File: config.mk
export PLATFORM = sky130hd
export DESIGN_NAME = hazard_ctrl
export DESIGN_NICKNAME = d
export VERILOG_FILES = /design/src/rtl/hazard_ctrl.sv
export SDC_FILE = /design/constraint.sdc
export NUM_CORES = 1
export LEC_CHECK = 0
export CAP_MARGIN = 20
export CORE_MARGIN = 2
export CORE_UTILIZATION = 25
export DETAILED_ROUTE_END_ITERATION = 8
export PLACE_DENSITY = 0.82
export RECOVER_POWER = 25
export SYNTH_ARGS = -nofsm -noshare
export SYNTH_HDL_FRONTEND = slang
export SYNTH_SLANG_ARGS = --single-unit
File: constraint.sdc
create_clock -name clock -period 1.6 [get_ports clock]
set_input_delay 0.16 -clock clock [delete_from_list [all_inputs] [get_ports clock]]
set_output_delay 0.16 -clock clock [all_outputs]
set_load 0.02 [all_outputs]
File: src/rtl/hazard_ctrl.sv
// Stall/flush sequencer for the 5-stage MIPS pipeline: load-use bubbles, redirect flushes, memory freeze.
// Optional perf counters are built when HAZ_PERF_EN is defined; otherwise stall_cnt/flush_cnt read 0.
module hazard_ctrl #(
    parameter int LOAD_LAT    = 1,
    parameter int FLUSH_SLOTS = 1,
    parameter int CNT_W       = 32
) (
    input  logic             clock,
    input  logic             reset_0,
    input  logic [4:0]       rs_id,
    input  logic [4:0]       rt_id,
    input  logic             use_rs_id,
    input  logic             use_rt_id,
    input  logic             ex_memread,
    input  logic [4:0]       ex_rd,
    input  logic             redirect_id,
    input  logic             mem_busy,
    output logic             pc_en,
    output logic             ifid_en,
    output logic             ifid_flush,
    output logic             idex_bubble,
    output logic             pipe_freeze,
    output logic [CNT_W-1:0] stall_cnt,
    output logic [CNT_W-1:0] flush_cnt
);

    if (LOAD_LAT < 1 || LOAD_LAT > 7) begin : g_bad_load_lat
        $error("hazard_ctrl: LOAD_LAT must be 1..7");
    end
    if (FLUSH_SLOTS < 1 || FLUSH_SLOTS > 3) begin : g_bad_flush_slots
        $error("hazard_ctrl: FLUSH_SLOTS must be 1..3");
    end

    typedef enum logic [1:0] {
        ST_RUN,
        ST_LU_STALL,
        ST_REDIRECT
    } state_t;

    localparam logic [2:0] LU_INIT = 3'(LOAD_LAT - 1);
    localparam logic [2:0] FL_INIT = 3'(FLUSH_SLOTS - 1);

    state_t     state;
    logic [2:0] cnt;
    logic       lu_hit;
    logic       do_stall;
    logic       do_flush;

    assign lu_hit = ex_memread && (ex_rd != 5'd0) &&
                    ((use_rs_id && (rs_id == ex_rd)) || (use_rt_id && (rt_id == ex_rd)));

    // A redirect seen in ID while a load-use hit is pending is dropped: its operands are stale.
    assign do_stall = !mem_busy && ((state == ST_LU_STALL) || ((state == ST_RUN) && lu_hit));
    assign do_flush = !mem_busy && ((state == ST_REDIRECT) ||
                                    ((state == ST_RUN) && !lu_hit && redirect_id));

    // NOTE: every output gets a default before any branch so always_comb cannot infer a latch.
    always_comb begin
        pc_en       = 1'b1;
        ifid_en     = 1'b1;
        ifid_flush  = 1'b0;
        idex_bubble = 1'b0;
        pipe_freeze = 1'b0;
        if (mem_busy) begin
            pc_en       = 1'b0;
            ifid_en     = 1'b0;
            pipe_freeze = 1'b1;
        end else if (do_stall) begin
            pc_en       = 1'b0;
            ifid_en     = 1'b0;
            idex_bubble = 1'b1;
        end else if (do_flush) begin
            ifid_flush  = 1'b1;
        end
    end

    // NOTE: sequential state uses non-blocking assignments so all registers update together.
    always_ff @(posedge clock or posedge reset_0) begin
        if (reset_0) begin
            state <= ST_RUN;
            cnt   <= 3'd0;
        end else if (!mem_busy) begin
            case (state)
                ST_RUN: begin
                    if (lu_hit) begin
                        if (LOAD_LAT > 1) begin
                            state <= ST_LU_STALL;
                            cnt   <= LU_INIT;
                        end
                    end else if (redirect_id) begin
                        if (FLUSH_SLOTS > 1) begin
                            state <= ST_REDIRECT;
                            cnt   <= FL_INIT;
                        end
                    end
                end
                ST_LU_STALL, ST_REDIRECT: begin
                    if (cnt == 3'd1) begin
                        state <= ST_RUN;
                        cnt   <= 3'd0;
                    end else begin
                        cnt   <= cnt - 3'd1;
                    end
                end
                default: begin
                    state <= ST_RUN;
                    cnt   <= 3'd0;
                end
            endcase
        end
    end

`ifdef HAZ_PERF_EN
    always_ff @(posedge clock or posedge reset_0) begin
        if (reset_0) begin
            stall_cnt <= '0;
            flush_cnt <= '0;
        end else begin
            if (idex_bubble) stall_cnt <= stall_cnt + 1'b1;
            if (ifid_flush)  flush_cnt <= flush_cnt + 1'b1;
        end
    end
`else
    assign stall_cnt = '0;
    assign flush_cnt = '0;
`endif

endmodule

# == Word level (Yosys, flattened, before mapping) ==
# Cells that the tools add are included.
# Widths: inputs -> output; s select.
# word_totals
reg_bits,5
latch_bits,0
ram_bits,0
romBits,0
in_bits,22
output_inout_bits,69
wordCells,42
memories,0
# classes
n_addsub,1
multipliers,0
n_div,0
order_cmp,0
eq_ne,6
shift,0
muxes,12
bitwise,2
reduce_logical,19
# ops
cell,n
$eq 5x5->1,2
$logic_and 1x1->1,9
$mux 1,8
$pmux 3 s2,1
$reduce_bool 5->1,1
$pmux 2 s2,1
$eq 3x1->1 const B,1
$logic_or 1x1->1,3
$mux 3,1
$reduce_and 3->1,1
$sub 3x1->3 const B,1
$eq 2x1->1 const B,1
$eq 2x2->1 const B,1
$logic_not 1->1,2
$logic_not 2->1,1
$mux 2,1
$ne 2x2->1 const B,1
$not 1->1,2
$reduce_and 2->1,1
$reduce_or 2->1,1

# == Depth between registers and ports, before layout ==
# logic_depth
depth_word,12
ltp_mapped,5
ltp_nobuf,4

# == Least setup slack after synthesis ==
# OpenSTA, ideal clock, no wires.
# synth_path
path_kind,input port to output port
from,in ex_rd[1]
to,out pc_en
t_arrival_ps,1479
slack_ps,-39
path_stages,4
path_buffers,1
cell_sequence,or4_1 o21a_1 a21oi_1 buf_4
# synth_between
elab_chain_len,9
elab_cells_between_ends,13
classes_between,eq/ne (2); mux (2); reduce/logical (9)
# synth_rtl
item,line,source
start: declaration,15,"input logic [4:0] ex_rd,"
$eq 5x5->1,50,((use_rs_id && (rs_id == ex_rd)) || (use_rt_id && (rt_id == ex_rd)));
$logic_and 1x1->1,50,
$logic_or 1x1->1,50,
$logic_and 1x1->1 *,49,assign lu_hit = ex_memread && (ex_rd != 5'd0) &&
$logic_and 1x1->1 *,53,assign do_stall = !mem_busy && ((state == ST_LU_STALL) || ((state == ST_RUN) && lu_hit));
$logic_or 1x1->1 *,53,
$logic_and 1x1->1 *,53,
$mux 1 * (2 in series),--,
end: declaration,18,"output logic pc_en,"
# Mark *: on every way between the ends. The rest lies on a longest branch, timed or not.

# == Worst setup path after layout ==
# layout_path
from,in ex_rd[1]
to,out pc_en
# layout_between
elab_chain_len,9
elab_cells_between_ends,13
classes_between,eq/ne (2); mux (2); reduce/logical (9)
# layout_rtl
item,line,source
$eq 5x5->1,50,
$logic_and 1x1->1,50,
$logic_or 1x1->1,50,
$logic_and 1x1->1 *,49,
$logic_and 1x1->1 *,53,
$logic_or 1x1->1 *,53,
$logic_and 1x1->1 *,53,
$mux 1 *,68,end else if (do_stall) begin
$mux 1 *,64,if (mem_busy) begin
# Marked as above.

==> summary.txt <==
Run status
  – Status: finished clean

GRT
  – Wire length of the first global-routing pass: 1138 µm
  – Met3 GRT Util: 0.005376
  – Busiest grt layer: met2
  – Largest net degree at the start of global routing: 5
  – Grt met2 use: 0.1052
  – GRT overflow: 0
  – Grt met1 use: 0.05609
  – Number of global-route vias before repair: 294
  – Initial antenna violation count: 0
  – All-Layer GR Usage: 0.05017

Detailed routing
  – Iter 0 DRT Violations: 0
  – Routed length per instance: about 6.6 µm
  – Drt pass-1 iters: 1
  – Antenna viol nets, final: 0
  – Drc violations: 0
  – Vias: 428
  – Vias per cell: 2.952
  – Final WL: between 900 and 1000 µm

Timing
  – Final min period: around 1.5 ns
  – Setup violators final: 0
  – Pins Over Slew Limit: 0
  – Worst hold slack: 0.8917 ns
  – RSZ-0062 raised after global routing: no
  – Hold Vio Cnt, Final: 0
  – Crit share post-route: 0.9349
  – Fmax: roughly 670 MHz

Critical path
  – Critical Path End Type: output pin
  – Crit path from: ex_rd[1]
  – Crit path kind: in2out
  – Critical Path RT: 1.44 ns
  – CP endpoint: pc_en
  – CP peak stage delay: around 0.51 ns
  – Critical path buffers and inverters: 2
  – Critical path arrival: between 1 and 1.5 ns
  – Crit-path slowest cell: or4_1
  – CP Launch Type: input pin
  – Worst path cell trace: clkbuf_2 -> or4_1 -> o21a_1 -> a21oi_2 -> buf_4
  – Crit path depth: 5
  – Cell family with most CP delay: simple AND/OR/NAND/NOR gates
  – CP Max Fanout: 3

Finish
  – CLK BUF: 0
  – Seq_cells: 0
  – Final Util: 0.2980
  – Layout area overhead: 13.03%
  – Share of layout cells above drive strength 1: 0.1304
  – Antenna diodes: 0
  – Multi-input gate area: between 400 and 500 µm²
  – # nets final: roughly 140
  – Post-Layout Inst Area: 738.2 µm²
  – Fill count: 277
  – Area occupied by registers: 0 µm²

Power
  – PD cells: 337.6 mW/mm²
  – Static Leak: 0.4622 nW
  – Maximum vdd drop: 120.2 µV

Yosys
  – Post-synthesis sequential area ratio: 0
  – Yosys warning total: 0
  – Syn_area_per_cell: 7.422 µm²
  – Netlist Area Pre-Place: around 650 µm²
  – Mapped Cells: 88
  – Unique masters post-synth: 11

Placement
  – PortBufs: 25
  – Post-DP HPWL: roughly 900 µm
  – Post-placement cell area: 723.2 µm²
  – Routability cong.: 0.6511

Die
  – Site Rows: 18
  – Core area: 0.002477 mm²
  – Die area: 0.003037 mm²
  – Ports: 91
  – Initial Util: 0.2636
  – Die height: around 55 µm
  – Die span in x: 55.11 µm

Clocking
  – Setup Buffers After CTS: 0
  – Hold buffer count at CTS: 0

Min path
  – Hold crit path type: in2out

Job
  – Max-cap violations: 0
==> worst min-delay path by stage <==
| stage | from | cells after the start | slack, ns | endpoint |
|---|---|---|---|---|
| 3_3_place_gp | mem_busy | 2 | 1.35 | pipe_freeze |
| 2_1_floorplan | mem_busy | 1 | 0.37 | ifid_en |
| 4_1_cts | redirect_id | 4 | 0.97 | ifid_flush |
| 3_5_place_dp | redirect_id | 4 | 1.35 | ifid_flush |
| 5_1_grt | ex_rd[2] | 5 | 0.94 | ifid_en |
| 6_report | ex_rd[2] | 5 | 0.89 | ifid_en |
==> where the power goes <==
group / switching, mW / internal [mW]
Clock: 0 / 0
Sequential: 0 / 0
Combinational: 0.175 / 0.0741
Total: 0.175 / 0.0741
==> stage by stage <==
step	setup WS (ns)	std cells	TNS (ns)	total power [mW]
3_5_place_dp	-0.6672	145	-2.590	0.2513
3_3_place_gp	-0.6270	145	-2.437	0.2499
6_report	0.1041	145	0	0.2492
2_1_floorplan	0.09804	151	0	0.2943
4_1_cts	0.001684	145	0	0.2471
5_1_grt	0.01699	145	0	0.2731
==> Yosys cell counts, drive strengths merged <==
library cell	number	area, µm²
and3b	1	8.760
o21a	1	7.510
buf	66	495.5
a21oi	2	10.01
or4	1	7.510
xnor2	10	87.58
conb	1	3.750
o22ai	1	6.260
nand2b	1	6.260
nand4	2	12.51
nand2	2	7.510
==> cell families after synthesis <==
family	Yosys count	synth area share
xor+xnor	10	0.1341
buf+inv	66	0.7586
simple gates	7	0.06515
compound gates	4	0.03641
other cells	1	0.005742
==> cells in the final DEF (no fill, tap or decap), types with 2 or more instances in the layout <==
cell type,count
nand2_1,2
nand4_1,2
xnor2_1,9
clkdlybuf4s50_1,8
clkbuf_2,3
dlymetal6s2s_1,8
conb_1,64
buf_4,7
buf_6,2
==> metal layers <==
| layer | vias to the layer above | part of all wire |
|---|---|---|
| li1 | 200 | - |
| met1 | 173 | 0.28 |
| met2 | 55 | 0.53 |
| met3 | 0 | 0.18 |
| met4 | 0 | 0 |
| met5 | - | 0 |
==> worst min-delay path, cell delays in order <==
cell and delay, ns:
clkbuf_2 0.09, or4_1 0.10, o21a_1 0.17, a21oi_2 0.09
buf_6 0.13
==> cell type report <==
type                            instances  share of cell area
Multi-Input combinational cell         85              0.5576
Timing Repair Buffer                   30              0.3915
Tap cell                               30             0.05085
==> repair_timing <==
item                                    4_1_cts  5_1_grt
resized for setup                            28       16
pin swaps                                     3       13
endpoints found under the setup margin        4        4
Power figures use the tool's default switching activity.
